$ cat src/rtl/pipe_stage_reg.sv
// rtl/pipe_stage_reg.sv - valid/ready pipeline stage register with optional skid entry, flush and stall counter
module pipe_stage_reg #(
    parameter int CTRL_W = 8,
    parameter int DATA_W = 111,
    parameter int SKID   = 1,
    parameter int CNT_W  = 16
) (
    input  logic              clk_i,
    input  logic              rst_i,
    input  logic              valid_i,
    output logic              ready_o,
    input  logic [CTRL_W-1:0] ctrl_i,
    input  logic [DATA_W-1:0] data_i,
    input  logic              flush_i,
    output logic              valid_o,
    input  logic              ready_i,
    output logic [CTRL_W-1:0] ctrl_o,
    output logic [DATA_W-1:0] data_o,
    output logic [CNT_W-1:0]  stall_cnt_o
);

    typedef enum logic [1:0] {
        S_EMPTY = 2'd0,
        S_ONE   = 2'd1,
        S_TWO   = 2'd2
    } state_t;

    localparam bit SKID_EN = (SKID != 0);
    localparam logic [CNT_W-1:0] CNT_ONE = {{(CNT_W-1){1'b0}}, 1'b1};
    localparam logic [CNT_W-1:0] CNT_MAX = {CNT_W{1'b1}};

    state_t              state;
    state_t              state_n;
    logic [CTRL_W-1:0]   head_ctrl;
    logic [DATA_W-1:0]   head_data;
    logic [CTRL_W-1:0]   skid_ctrl;
    logic [DATA_W-1:0]   skid_data;
    logic [CNT_W-1:0]    stall_cnt;

    logic accept;
    logic drain;
    logic load_head;
    logic load_skid;
    logic head_from_skid;

    assign valid_o     = (state != S_EMPTY);
    assign ctrl_o      = valid_o ? head_ctrl : '0;
    assign data_o      = head_data;
    assign stall_cnt_o = stall_cnt;

    // In skid mode ready_o depends only on the state register, breaking the ready_i timing path.
    always_comb begin
        if (SKID_EN) begin
            ready_o = (state != S_TWO);
        end else begin
            ready_o = ready_i | (state == S_EMPTY);
        end
    end

    assign accept = valid_i & ready_o;
    assign drain  = valid_o & ready_i;

    always_comb begin
        state_n        = state;
        load_head      = 1'b0;
        load_skid      = 1'b0;
        head_from_skid = 1'b0;
        case (state)
            S_EMPTY: begin
                if (accept) begin
                    state_n   = S_ONE;
                    load_head = 1'b1;
                end
            end
            S_ONE: begin
                if (accept && drain) begin
                    load_head = 1'b1;
                end else if (accept && SKID_EN) begin
                    state_n   = S_TWO;
                    load_skid = 1'b1;
                end else if (drain) begin
                    state_n = S_EMPTY;
                end
            end
            S_TWO: begin
                if (drain) begin
                    state_n        = S_ONE;
                    head_from_skid = 1'b1;
                end
            end
            default: state_n = S_EMPTY;
        endcase
        // A kill drops everything held plus the incoming beat; a drain this cycle has already gone out.
        if (flush_i) begin
            state_n        = S_EMPTY;
            load_head      = 1'b0;
            load_skid      = 1'b0;
            head_from_skid = 1'b0;
        end
    end

    always_ff @(posedge clk_i) begin
        if (rst_i) begin
            state     <= S_EMPTY;
            head_ctrl <= '0;
            head_data <= '0;
            skid_ctrl <= '0;
            skid_data <= '0;
            stall_cnt <= '0;
        end else begin
            state <= state_n;
            if (load_head) begin
                head_ctrl <= ctrl_i;
                head_data <= data_i;
            end else if (head_from_skid) begin
                head_ctrl <= skid_ctrl;
                head_data <= skid_data;
            end
            if (load_skid) begin
                skid_ctrl <= ctrl_i;
                skid_data <= data_i;
            end
            if (valid_o && !ready_i && (stall_cnt != CNT_MAX)) begin
                stall_cnt <= stall_cnt + CNT_ONE;
            end
        end
    end

endmodule

$ cat config.mk
export PLATFORM = sky130hd
export DESIGN_NAME = pipe_stage_reg
export DESIGN_NICKNAME = d
export VERILOG_FILES = /design/src/rtl/pipe_stage_reg.sv
export SDC_FILE = /design/constraint.sdc
export NUM_CORES = 1
export LEC_CHECK = 0
export BUFFER_PORTS_ARGS = -buffer_cell sky130_fd_sc_hd__buf_2
export CORE_MARGIN = 10
export CORE_UTILIZATION = 58
export CTS_BUF_LIST = sky130_fd_sc_hd__clkbuf_4
export CTS_CLUSTER_DIAMETER = 150
export CTS_CLUSTER_SIZE = 10
export DETAILED_ROUTE_END_ITERATION = 10
export GPL_TIMING_DRIVEN = 1
export PLACE_DENSITY = 0.87
export SETUP_SLACK_MARGIN = 0.2
export SLEW_MARGIN = 25
export SYNTH_ARGS = -nofsm -noshare
export SYNTH_HDL_FRONTEND = slang
export SYNTH_SLANG_ARGS = --single-unit
$ cat constraint.sdc
create_clock -name clk_i -period 3.25 [get_ports clk_i]
set_input_delay 0.65 -clock clk_i [delete_from_list [all_inputs] [get_ports clk_i]]
set_output_delay 0.65 -clock clk_i [all_outputs]
set_load 0.05 [all_outputs]
; After elaboration in Yosys (flattened, before gate mapping)
; Cells that the tools add are included.
[totals]
mem_bits_ro = 0
latch_bits = 0
ram_bits = 0
output_inout_bits = 137
regBits = 256
input_bits = 124
n_memories = 0
[op_classes]
bitwise = 2
reduce_logical = 9
n_mux = 21
n_eq_ne = 8
n_addsub = 1
multipliers = 0
div = 0
order_cmp = 0
shifts = 0
[ops]
columns = op, count
row1 = 111-bit 2-to-1 mux, 2
row2 = 8-bit 2-to-1 mux, 3
row3 = "16-bit by 1-bit adder with 16-bit output, second input constant", 1
row4 = "16-bit inequality test, second input constant", 1
row5 = 2-bit 2-to-1 mux, 5
row6 = 1-bit 2-to-1 mux, 9
row7 = "2-bit inequality test, second input constant", 4
row8 = 2-bit case mux with 3 select lines, 1
row9 = 4-bit AND reduction, 1
row10 = 2-bit nonzero test, 2
row11 = 1-bit logical AND, 3
row12 = "3-bit inequality test, second input constant", 1
row13 = 1-bit AND, 2
row14 = "2-bit by 1-bit == test with 1-bit output, second input constant", 1
row15 = "2-bit == test, second input constant", 1
row16 = 2-bit logical NOT, 1
row17 = 1-bit case mux with 2 select lines, 1
row18 = 2-bit OR reduction, 1
row19 = 1-bit logical NOT, 1

; Logic depth before layout (Yosys ltp)
[logic_depth]
depth_word = 7
depth_mapped = 7
mapped_depth_nobuf = 5

; Worst setup path after synthesis
; Ideal clock, no wire load.
[synth_timing]
path_kind = reg-to-reg
start = reg stall_cnt[2] (netlist: stall_cnt_o[2])
end = reg stall_cnt[15] (netlist: stall_cnt_o[15])
synth_period_minus_slack_ps = 2156
slack_ps = 1094
arrival_ps = 2033
path_stages_with_launch = 5
path_buffers = 0
setup_ps = 123
required_ps = 3127
path_cell_list = dfxtp_1 > nand3_1 > or4_4 > nor4_1 > mux2_1
[synth_between]
elab_chain_cells = 2
[synth_rtl]
columns = element, line_no
row1 = from (decl), 38  ; logic [CNT_W-1:0] stall_cnt;
row2 = from (signal assigned), 124  ; stall_cnt <= stall_cnt + CNT_ONE;
row3 = "parallel branches: the longest is 2 deep, another holds 16-bit by 1-bit adder with 16-bit output", --
; Parallel ways; which one is timed is not known.
; A chain may end at the register's enable or synchronous reset.

; Worst setup path after layout
[layout_timing]
start = reg state[1]
end = out ctrl_o[0]
[layout_between]
elab_chain_cells = 2
[layout_rtl]
columns = element, line_no
row1 = from (decl), 32  ; state_t state;
row2 = from (signal assigned), 111  ; state <= state_n;
row3 = 2-bit nonzero test, 46  ; assign valid_o = (state != S_EMPTY);
row4 = 8-bit 2-to-1 mux, 47  ; assign ctrl_o = valid_o ? head_ctrl : '0;
row5 = to (decl), 17  ; output logic [CTRL_W-1:0] ctrl_o,
; No other way between the ends.

==> out/qor.yml <==
route.detailed.drc: 0
antenna_found_initial: 1
die_h_um: 149
grt_remaining_overflow: 0
slowest_stage: "nor2_1"
critPathMaxStageDelay_ns: 0.48
grt_pass1_wl_um: 42200
ios: 261
firstDrtPassIters: 5
power_density_mw_per_mm2: 480
rsz0062_at_grt: "no"
crit_path_end_kind: "primary output"
vias: 9054
finalCriticalPeriod_ns: 2.54
status: "completed"
clockBufferDepth: 3
clock-sinks: 256
timing.final.crit_share: 0.782
fin_nets: 1497
whs_path_depth: 3
antenna_left: 0
place_ws_ns: 0.823
yosysWarnings: 0
gp_congestion: 0.812
worst_pin_slew_ns: 0.693
yosys_register_bits: 256
first_global_vias: 8631
wl_um: 26700
synth_nets: 1295
ys.flop_type: "dfxtp_1"
maxCapViolations: 0
fin_ws_ns: 0.708
maxSlewViolCount: 0
worst-r2r-cell-count: 5
synth.avg_cell_area_sq_um: 8.19
worst_ep_arrival_time_ns: 1.89
drtIter0Drc: 692
rows: 46
clk_latency_ns: 0.66
drive_gt1_frac: 0.225
ys_types: 37
ctsHoldBuffers: 0
io_buffers: 260
grt_max_degree: 120
hp-class: "input port to flop"
numCtsBuffers: 29
fin_tns_setup_ns: 0
fmax_mhz: 393
cts_setup_buffers: 0
power.leakage_nw: 4.33
cts_tree: "yes"
layout.cells.non_filler: 1589
htreeDepth: 1
root_buffer: "clkbuf_4"
start_kind: "flop"
dp_hpwl_um: 17200
wl_per_cell_um: 16.8
path_class: "flop to primary output"
dieWidth_um: 149
setup_viol: 0
syn_area_sq_mm: 0.00959
hold_viol: 0
syn_inst: 1170
core_area_sq_mm: 0.0161
crit_required_ns: 2.60
initial_core_util: 0.597
path_cells: "nor2_1 > nor2b_1 > buf_2"
ir_worst_vdd_uv: 439
viasPerCell: 5.70
synthArstFlopShare: 0
die_area_sq_mm: 0.0221
dp.cells: 1557
fin_skew_ns: 0.0200
track_usage: 0.226
synth_edf_count: 0
holdWs_ns: 0.219
relSlewSlack: 0.538
crit_path_max_fanout: 10
ys_seq_area_frac: 0.535
area_delta_synth_final_pct: 17.1
clkSlewWorstSetupHoldPaths_ns: 0.11
cts.repair.resized: 0
-- metal layers --
metal | routed length (um) | vias up | GRT usage
met3 | 2450 | 56 | 0.0728
met2 | 13100 | 323 | 0.383
met4 | 828 | 0 | 0.0778
li1 | - | 4428 | -
met5 | 0 | - | 0
met1 | 10300 | 4247 | 0.262
-- cell families (layout without fill, tap and decap cells) --
kind of cell	Yosys count	count (layout)	synth area share
AND/OR/NAND/NOR	418	418	0.179
AO/OA/AOI/OAI	390	390	0.240
flip-flops	256	256	0.535
buffers and inverters	101	303	0.0409
multiplexers	3	3	0.00339
adder cells (fa/ha/maj)	1	1	0.00131
XOR/XNOR	1	1	0.000914
other	0	1	0
-- per-stage QoR --
step           cell area [sq um]  utilization  power [W]
5_1_grt                    11200        0.699    0.00562
2_1_floorplan               9590            -    0.00378
3_3_place_gp               11000        0.683    0.00402
4_1_cts                    11200        0.699    0.00544
6_report                   11200        0.699    0.00539
3_5_place_dp               11000        0.683    0.00403
-- cell type report --
class                      count  area (sq um)
antenna                        1          2.50
clock buffer                  29           218
clock inverter                 2          33.8
fill                        1318          4830
inverter                       2          7.51
multi-input combinational    813          4100
sequential                   256          5120
tap                          216           270
timing repair buffer         270          1470
-- sequential cells by signal (all words and copies together), names as in the netlist --
signal / cells
skid_ctrl: 8
head_ctrl: 8
skid_data: 111
stall_cnt_o: 16
data_o: 111
state: 2
-- synth_stat cells, types with 2 or more instances --
cell / instances / area share
a21oi_1: 253 / 0.13
inv_1: 2 / 0.00078
nor2_1: 4 / 0.0016
dfxtp_1: 256 / 0.53
nand4_1: 4 / 0.0026
buf_2: 7 / 0.0037
nand2b_1: 3 / 0.0020
nand2_1: 366 / 0.14
or3_1: 6 / 0.0039
nor4_1: 2 / 0.0013
nand3_1: 3 / 0.0016
or4_1: 8 / 0.0063
a22oi_1: 119 / 0.093
mux2_1: 2 / 0.0023
clkbuf_1: 90 / 0.035
o21ai_0: 5 / 0.0026
nor2b_1: 11 / 0.0072
o31ai_1: 8 / 0.0063
nor3_1: 3 / 0.0016
-- final timing paths --
check | startpoint | endpoint | slack [ns]
min reg2reg | data_o[14] | data_o[14] | 0.46
max reg2reg | stall_cnt_o[0] | stall_cnt_o[15] | 1.04
min | data_i[34] | skid_data[34] | 0.22
max | state[1] | ctrl_o[0] | 0.71
-- report_power, final --
group / switching, W / total, W / internal, W
sequential: 0.0000452 / 0.00327 / 0.00322
combinational: 0.000507 / 0.000694 / 0.000186
clock: 0.000942 / 0.00143 / 0.000493
-- cell usage in the layout, fill, tap and decap left out, types with 2 or more instances in the layout --
cell / instances
nor2_1: 4
nor3_2: 2
a21oi_1: 252
inv_1: 2
o31ai_1: 8
mux2_1: 2
nor4_1: 2
buf_2: 259
buf_12: 7
nand2b_1: 3
nand3_1: 3
nor2b_1: 11
clkbuf_4: 29
or3_1: 6
or4_1: 8
a22oi_1: 119
nand2_1: 365
buf_4: 3
dfxtp_1: 256
o21ai_0: 5
nand4_1: 4
-- critical path, delay by kind of cell (launching register included) --
| kind | cells | cell delay [ns] |
|---|---|---|
| flops | 1 | 0.43 |
| simple gates | 2 | 0.58 |
| buf+inv | 1 | 0.23 |
Note: power is estimated with default switching activity, not from simulation.
